**src/rtl/ucca_pkg.sv**
```systemverilog
// rtl/ucca_pkg.sv - UCC state encodings and reset vector shared with the stack monitor
package ucca_pkg;

  typedef enum logic [1:0] {
    UCC_NOT = 2'b00,
    UCC_IN  = 2'b01,
    UCC_IRQ = 2'b10,
    UCC_RST = 2'b11
  } ucc_state_e;

  localparam logic [15:0] RESET_HANDLER_DEFAULT = 16'h0000;

endpackage

```
**src/rtl/ucc_entry_fsm_if.sv**
```systemverilog
// rtl/ucc_entry_fsm_if.sv - pc/irq/bounds inputs and status outputs of the UCC entry FSM
interface ucc_entry_fsm_if;

  logic [15:0] pc;
  logic        irq;
  logic [15:0] ucc_min;
  logic [15:0] ucc_max;
  logic [1:0]  ucc_state;
  logic        outside_ucc;
  logic        inst_changed;
  logic        exec_reset;

  modport master (
    output pc, irq, ucc_min, ucc_max,
    input  ucc_state, outside_ucc, inst_changed, exec_reset
  );

  modport slave (
    input  pc, irq, ucc_min, ucc_max,
    output ucc_state, outside_ucc, inst_changed, exec_reset
  );

endinterface

```
**src/rtl/ucc_region_cmp.sv**
```systemverilog
// rtl/ucc_region_cmp.sv - inclusive unsigned bounds compare; an inverted range is empty
module ucc_region_cmp (
  input  logic [15:0] pc,
  input  logic [15:0] ucc_min,
  input  logic [15:0] ucc_max,
  output logic        outside_ucc
);

  assign outside_ucc = (pc < ucc_min) | (pc > ucc_max);

endmodule

```
**src/rtl/ucc_entry_fsm.sv**
```systemverilog
// rtl/ucc_entry_fsm.sv - tracks legal entry, exit and interrupt return of the UCC region
module ucc_entry_fsm
  import ucca_pkg::*;
#(
  parameter logic [15:0] RESET_HANDLER = RESET_HANDLER_DEFAULT
) (
  input  logic           clk,
  input  logic           system_reset,
  ucc_entry_fsm_if.slave bus
);

  ucc_state_e  state_q  = UCC_RST;
  ucc_state_e  state_d;
  logic [15:0] prev_pc  = 16'h0000;
  logic [15:0] saved_pc = 16'h0000;
  logic [15:0] saved_pc_d;
  logic        outside;

  ucc_region_cmp u_region_cmp (
    .pc          (bus.pc),
    .ucc_min     (bus.ucc_min),
    .ucc_max     (bus.ucc_max),
    .outside_ucc (outside)
  );

  always_ff @(posedge clk) begin
    if (system_reset) begin
      state_q  <= UCC_RST;
      prev_pc  <= 16'h0000;
      saved_pc <= 16'h0000;
    end else begin
      state_q  <= state_d;
      prev_pc  <= bus.pc;
      saved_pc <= saved_pc_d;
    end
  end

  always_comb begin
    state_d    = state_q;
    saved_pc_d = saved_pc;
    case (state_q)
      UCC_NOT: begin
        if (!outside) state_d = (bus.pc == bus.ucc_min) ? UCC_IN : UCC_RST;
      end
      UCC_IN: begin
        // Exit is legal only when the last in-region instruction was ucc_max
        if (outside) begin
          state_d = (prev_pc == bus.ucc_max) ? UCC_NOT : UCC_RST;
        end else if (bus.irq) begin
          state_d    = UCC_IRQ;
          saved_pc_d = bus.pc;
        end
      end
      UCC_IRQ: begin
        if (!outside) state_d = (bus.pc == saved_pc) ? UCC_IN : UCC_RST;
      end
      UCC_RST: begin
        if (bus.pc == RESET_HANDLER) state_d = UCC_NOT;
      end
      default: state_d = UCC_RST;
    endcase
  end

  assign bus.ucc_state    = state_q;
  assign bus.outside_ucc  = outside;
  assign bus.inst_changed = (bus.pc != prev_pc);
  assign bus.exec_reset   = (state_q == UCC_RST);

endmodule

```
**src/flat_wrapper.sv**
```systemverilog
// flat-port wrapper written by rule: the top's interface ports become plain ports
module ucc_entry_fsm_flat import ucca_pkg::*;
#(
  parameter logic [15:0] RESET_HANDLER = RESET_HANDLER_DEFAULT
)
  (clk, system_reset, bus_pc, bus_irq, bus_ucc_min, bus_ucc_max, bus_ucc_state, bus_outside_ucc, bus_inst_changed, bus_exec_reset);
  ucc_entry_fsm_if bus_i ();
  input  logic clk;
  input  logic system_reset;
  input wire logic [$bits(bus_i.pc)-1:0] bus_pc;
  input wire logic [$bits(bus_i.irq)-1:0] bus_irq;
  input wire logic [$bits(bus_i.ucc_min)-1:0] bus_ucc_min;
  input wire logic [$bits(bus_i.ucc_max)-1:0] bus_ucc_max;
  output wire logic [$bits(bus_i.ucc_state)-1:0] bus_ucc_state;
  output wire logic [$bits(bus_i.outside_ucc)-1:0] bus_outside_ucc;
  output wire logic [$bits(bus_i.inst_changed)-1:0] bus_inst_changed;
  output wire logic [$bits(bus_i.exec_reset)-1:0] bus_exec_reset;
  assign bus_i.pc = bus_pc;
  assign bus_i.irq = bus_irq;
  assign bus_i.ucc_min = bus_ucc_min;
  assign bus_i.ucc_max = bus_ucc_max;
  assign bus_ucc_state = bus_i.ucc_state;
  assign bus_outside_ucc = bus_i.outside_ucc;
  assign bus_inst_changed = bus_i.inst_changed;
  assign bus_exec_reset = bus_i.exec_reset;
  ucc_entry_fsm #(.RESET_HANDLER(RESET_HANDLER)) u_core (.clk(clk), .system_reset(system_reset), .bus(bus_i));
endmodule
```
**config.mk**
```make
export PLATFORM = sky130hd
export DESIGN_NAME = ucc_entry_fsm_flat
export DESIGN_NICKNAME = d
export VERILOG_FILES = /design/src/rtl/ucca_pkg.sv /design/src/rtl/ucc_entry_fsm_if.sv /design/src/rtl/ucc_region_cmp.sv /design/src/rtl/ucc_entry_fsm.sv /design/src/flat_wrapper.sv
export SDC_FILE = /design/constraint.sdc
export NUM_CORES = 1
export LEC_CHECK = 0
export BUFFER_PORTS_ARGS = -buffer_cell sky130_fd_sc_hd__buf_2
export CORE_MARGIN = 3
export CORE_UTILIZATION = 59
export CTS_CLUSTER_DIAMETER = 80
export DETAILED_ROUTE_END_ITERATION = 16
export PLACE_DENSITY_LB_ADDON = 0.12
export SYNTH_ARGS = -nofsm -noshare
export SYNTH_HDL_FRONTEND = slang
export SYNTH_SLANG_ARGS = --single-unit
```
**constraint.sdc**
```tcl
create_clock -name clk -period 3.55 [get_ports clk]
set_input_delay 0 -clock clk [delete_from_list [all_inputs] [get_ports clk]]
set_output_delay 0 -clock clk [all_outputs]
set_load 0.02 [all_outputs]
```
==> out/results.ini <==
[yosys]
avgSynthCellArea_um2 = 8.80
syn_inst = 287
syn_nets = 370
seq_area_frac_synth_pct = 26.9
ys_types = 35
synth_largest_area_cell = dfxtp_1
synth_top_area_share_pct = 26.9
synth_edf_count = 0
yosys_warnings = 0
async_reset_ff_share_pct = 0
synth_area_um2 = 2530
synthTopCellsByCount = xor2_1, dfxtp_1, inv_1, ha_1, nor2_1
ys_ff_latch = 34
ys.flop_type = dfxtp_1
synthMostInstantiatedCell = xor2_1
synthTopCellsByArea = dfxtp_1, xor2_1, ha_1

[timing]
max_freq_mhz = 486
skew_ns = 0.00432
finalCritPeriodShare_pct = 58.0
min_period_ns = 2.06
grt_setup_unrepaired = false
setup_viol = 0
fin_setup_tns_ns = 0
hold_viol = 0
hold_ws_ns = 0.0411
tightest_slew_ns = 0.736
slew_violations = 0
maxSlewHeadroom_pct = 50.9

[placement]
gp_congestion = 0.826
hpwl_um = 4740
portBuffers = 55

[die]
io_pins = 56
die_h_um = 71.4
start_util_pct = 62.3
row_count = 23
core_um2 = 4060
dieArea_um2 = 5100
die_x_um = 71.4

[clock_tree]
cts-root-buf = clkbuf_8
cts_tree = built
insertion_delay_ns = 0.29
cts_hold_buf = 0
cts_sinks = 34
clockBufferDepth = 2
cts_htree_levels = 2
cts.repair.resized = 0
path_clk_slew_ns = 0.07
cts_buffers = 5
cts_setup_buffers = 0

[grt]
groute.usage.overall_pct = 26.3
grt_pass1_vias = 2230
use_met2_pct = 46.0
grt_first_pass_wirelength_um = 10400
gr-usage-met1_pct = 33.4
grt_max_degree = 35
antenna_found_initial = 0
globalRouteMet3Util_pct = 4.21
grt_busiest_layer = met2
gr-total-overflow = 0

[power_and_ir_drop]
total_power_mw = 1.08
p_leak_nw = 1.61
power_density_nw_per_um2 = 368
irDropWorstVdd_mv = 0.321

[critical_path]
worstRegToRegCells = 4
critPathLaunchType = input port
reg2reg_slack_ns = 1.84
cp_slowest_cell = o2111ai_4
crit_family = compound AO/OA/AOI/OAI gates
path_buf_inv = 1
r2r-start = u_core.bus.ucc_state[0]
cp-end-kind = register
cp_cell_sequence = buf_2, ha_1, nand4_1, a2111o_1, o211a_2, o2111ai_4, mux2i_1, nor2_1
max_stage_delay_ns = 0.61
cp.arrival_ns = 2.22
r2r_end = u_core.saved_pc[12]
cp.required_ns = 3.71
cp_max_fo = 16
worstSetupPathType = input port to register

[worst_hold_path]
hold_end = u_core.prev_pc[9]
hp-start = bus_pc[9]
hold_depth = 2
hold_class = input port to register

[final_layout]
nNetsFinal = 428
antenna_cells = 0
final_util_pct = 72.1
num-fill-cells = 344
multi_input_area_um2 = 1690
seq_area_um2 = 681
drive_above_1_share_pct = 19.1
area_growth_pct = 15.8

[routing]
drc = 0
vias_per_cell = 5.64
num_vias = 2232
antenna_left = 0
drt_pass1_iterations = 4
dr.first_iter.drc_count = 114
routed_wl_um = 6280
wl_per_cell_um = 15.9

[run_status]
status = completed

[flow_run]
cap_violations = 0

per-stage QoR:
step,instances,worst slack [ns],cell area (um2)
5_1_grt,396,1.35,2920
3_3_place_gp,388,1.26,2830
6_report,396,1.49,2920
4_1_cts,396,1.50,2920
2_1_floorplan,287,1.62,2530
3_5_place_dp,388,1.21,2830
how the worst max path moves through the flow:
stage | cells past startpoint | start | end
4_1_cts | 9 | bus_pc[1] | u_core.saved_pc[12]
6_report | 8 | bus_pc[10] | u_core.saved_pc[12]
5_1_grt | 8 | bus_pc[14] | u_core.saved_pc[10]
2_1_floorplan | 8 | bus_ucc_max[14] | u_core.bus.ucc_state[1]
3_3_place_gp | 8 | bus_pc[10] | u_core.saved_pc[14]
3_5_place_dp | 8 | bus_pc[10] | u_core.saved_pc[12]
layout make-up:
type | count | area share, %
inverter | 34 | 4.36
clock buffer | 7 | 2.95
tap | 50 | 2.14
timing repair buffer | 55 | 9.41
multi-input combinational | 215 | 57.7
clock inverter | 1 | 0.171
sequential | 34 | 23.3
where the power goes:
group	switching (mW)	total, mW	internal (mW)
registers	0.0316	0.437	0.406
clock network	0.148	0.305	0.157
logic	0.189	0.334	0.144
total	0.369	1.08	0.707
worst reg2reg max path, stage by stage (launching register included):
cell,delay [ns]
dfxtp_1,0.48
nor2b_1,0.30
o2111ai_4,0.44
mux2i_1,0.31
nor2_1,0.05
cells by family after synthesis:
| group | after synthesis | share of synthesized area, % |
|---|---|---|
| xor+xnor | 48 | 16.6 |
| simple gates | 86 | 18.3 |
| flops | 34 | 26.9 |
| mux | 18 | 7.13 |
| buf+inv | 38 | 6.29 |
| compound gates | 31 | 8.82 |
| fa+ha+maj | 32 | 15.8 |
per-layer routing:
metal	vias up	part of all wire [%]
met1	1043	43
met2	69	50
li1	1109	-
met4	0	1.3
met5	-	0
met3	11	5.8
sequential cells by signal, summed over array words and instances, names as in the netlist:
signal	flops
u_core.saved_pc	16
u_core.bus.ucc_state	2
u_core.prev_pc	16
placed cells by master (no fill, tap or decap), types with 12 or more instances in the layout:
cell type   n
xor2_1     47
nor4_1     16
ha_1       32
nor2_1     21
nand2_1    12
buf_2      55
dfxtp_1    34
a21oi_1    14
inv_1      34
nor2b_1    17
mux2i_1    18
Note: power is estimated with default switching activity, not from simulation.
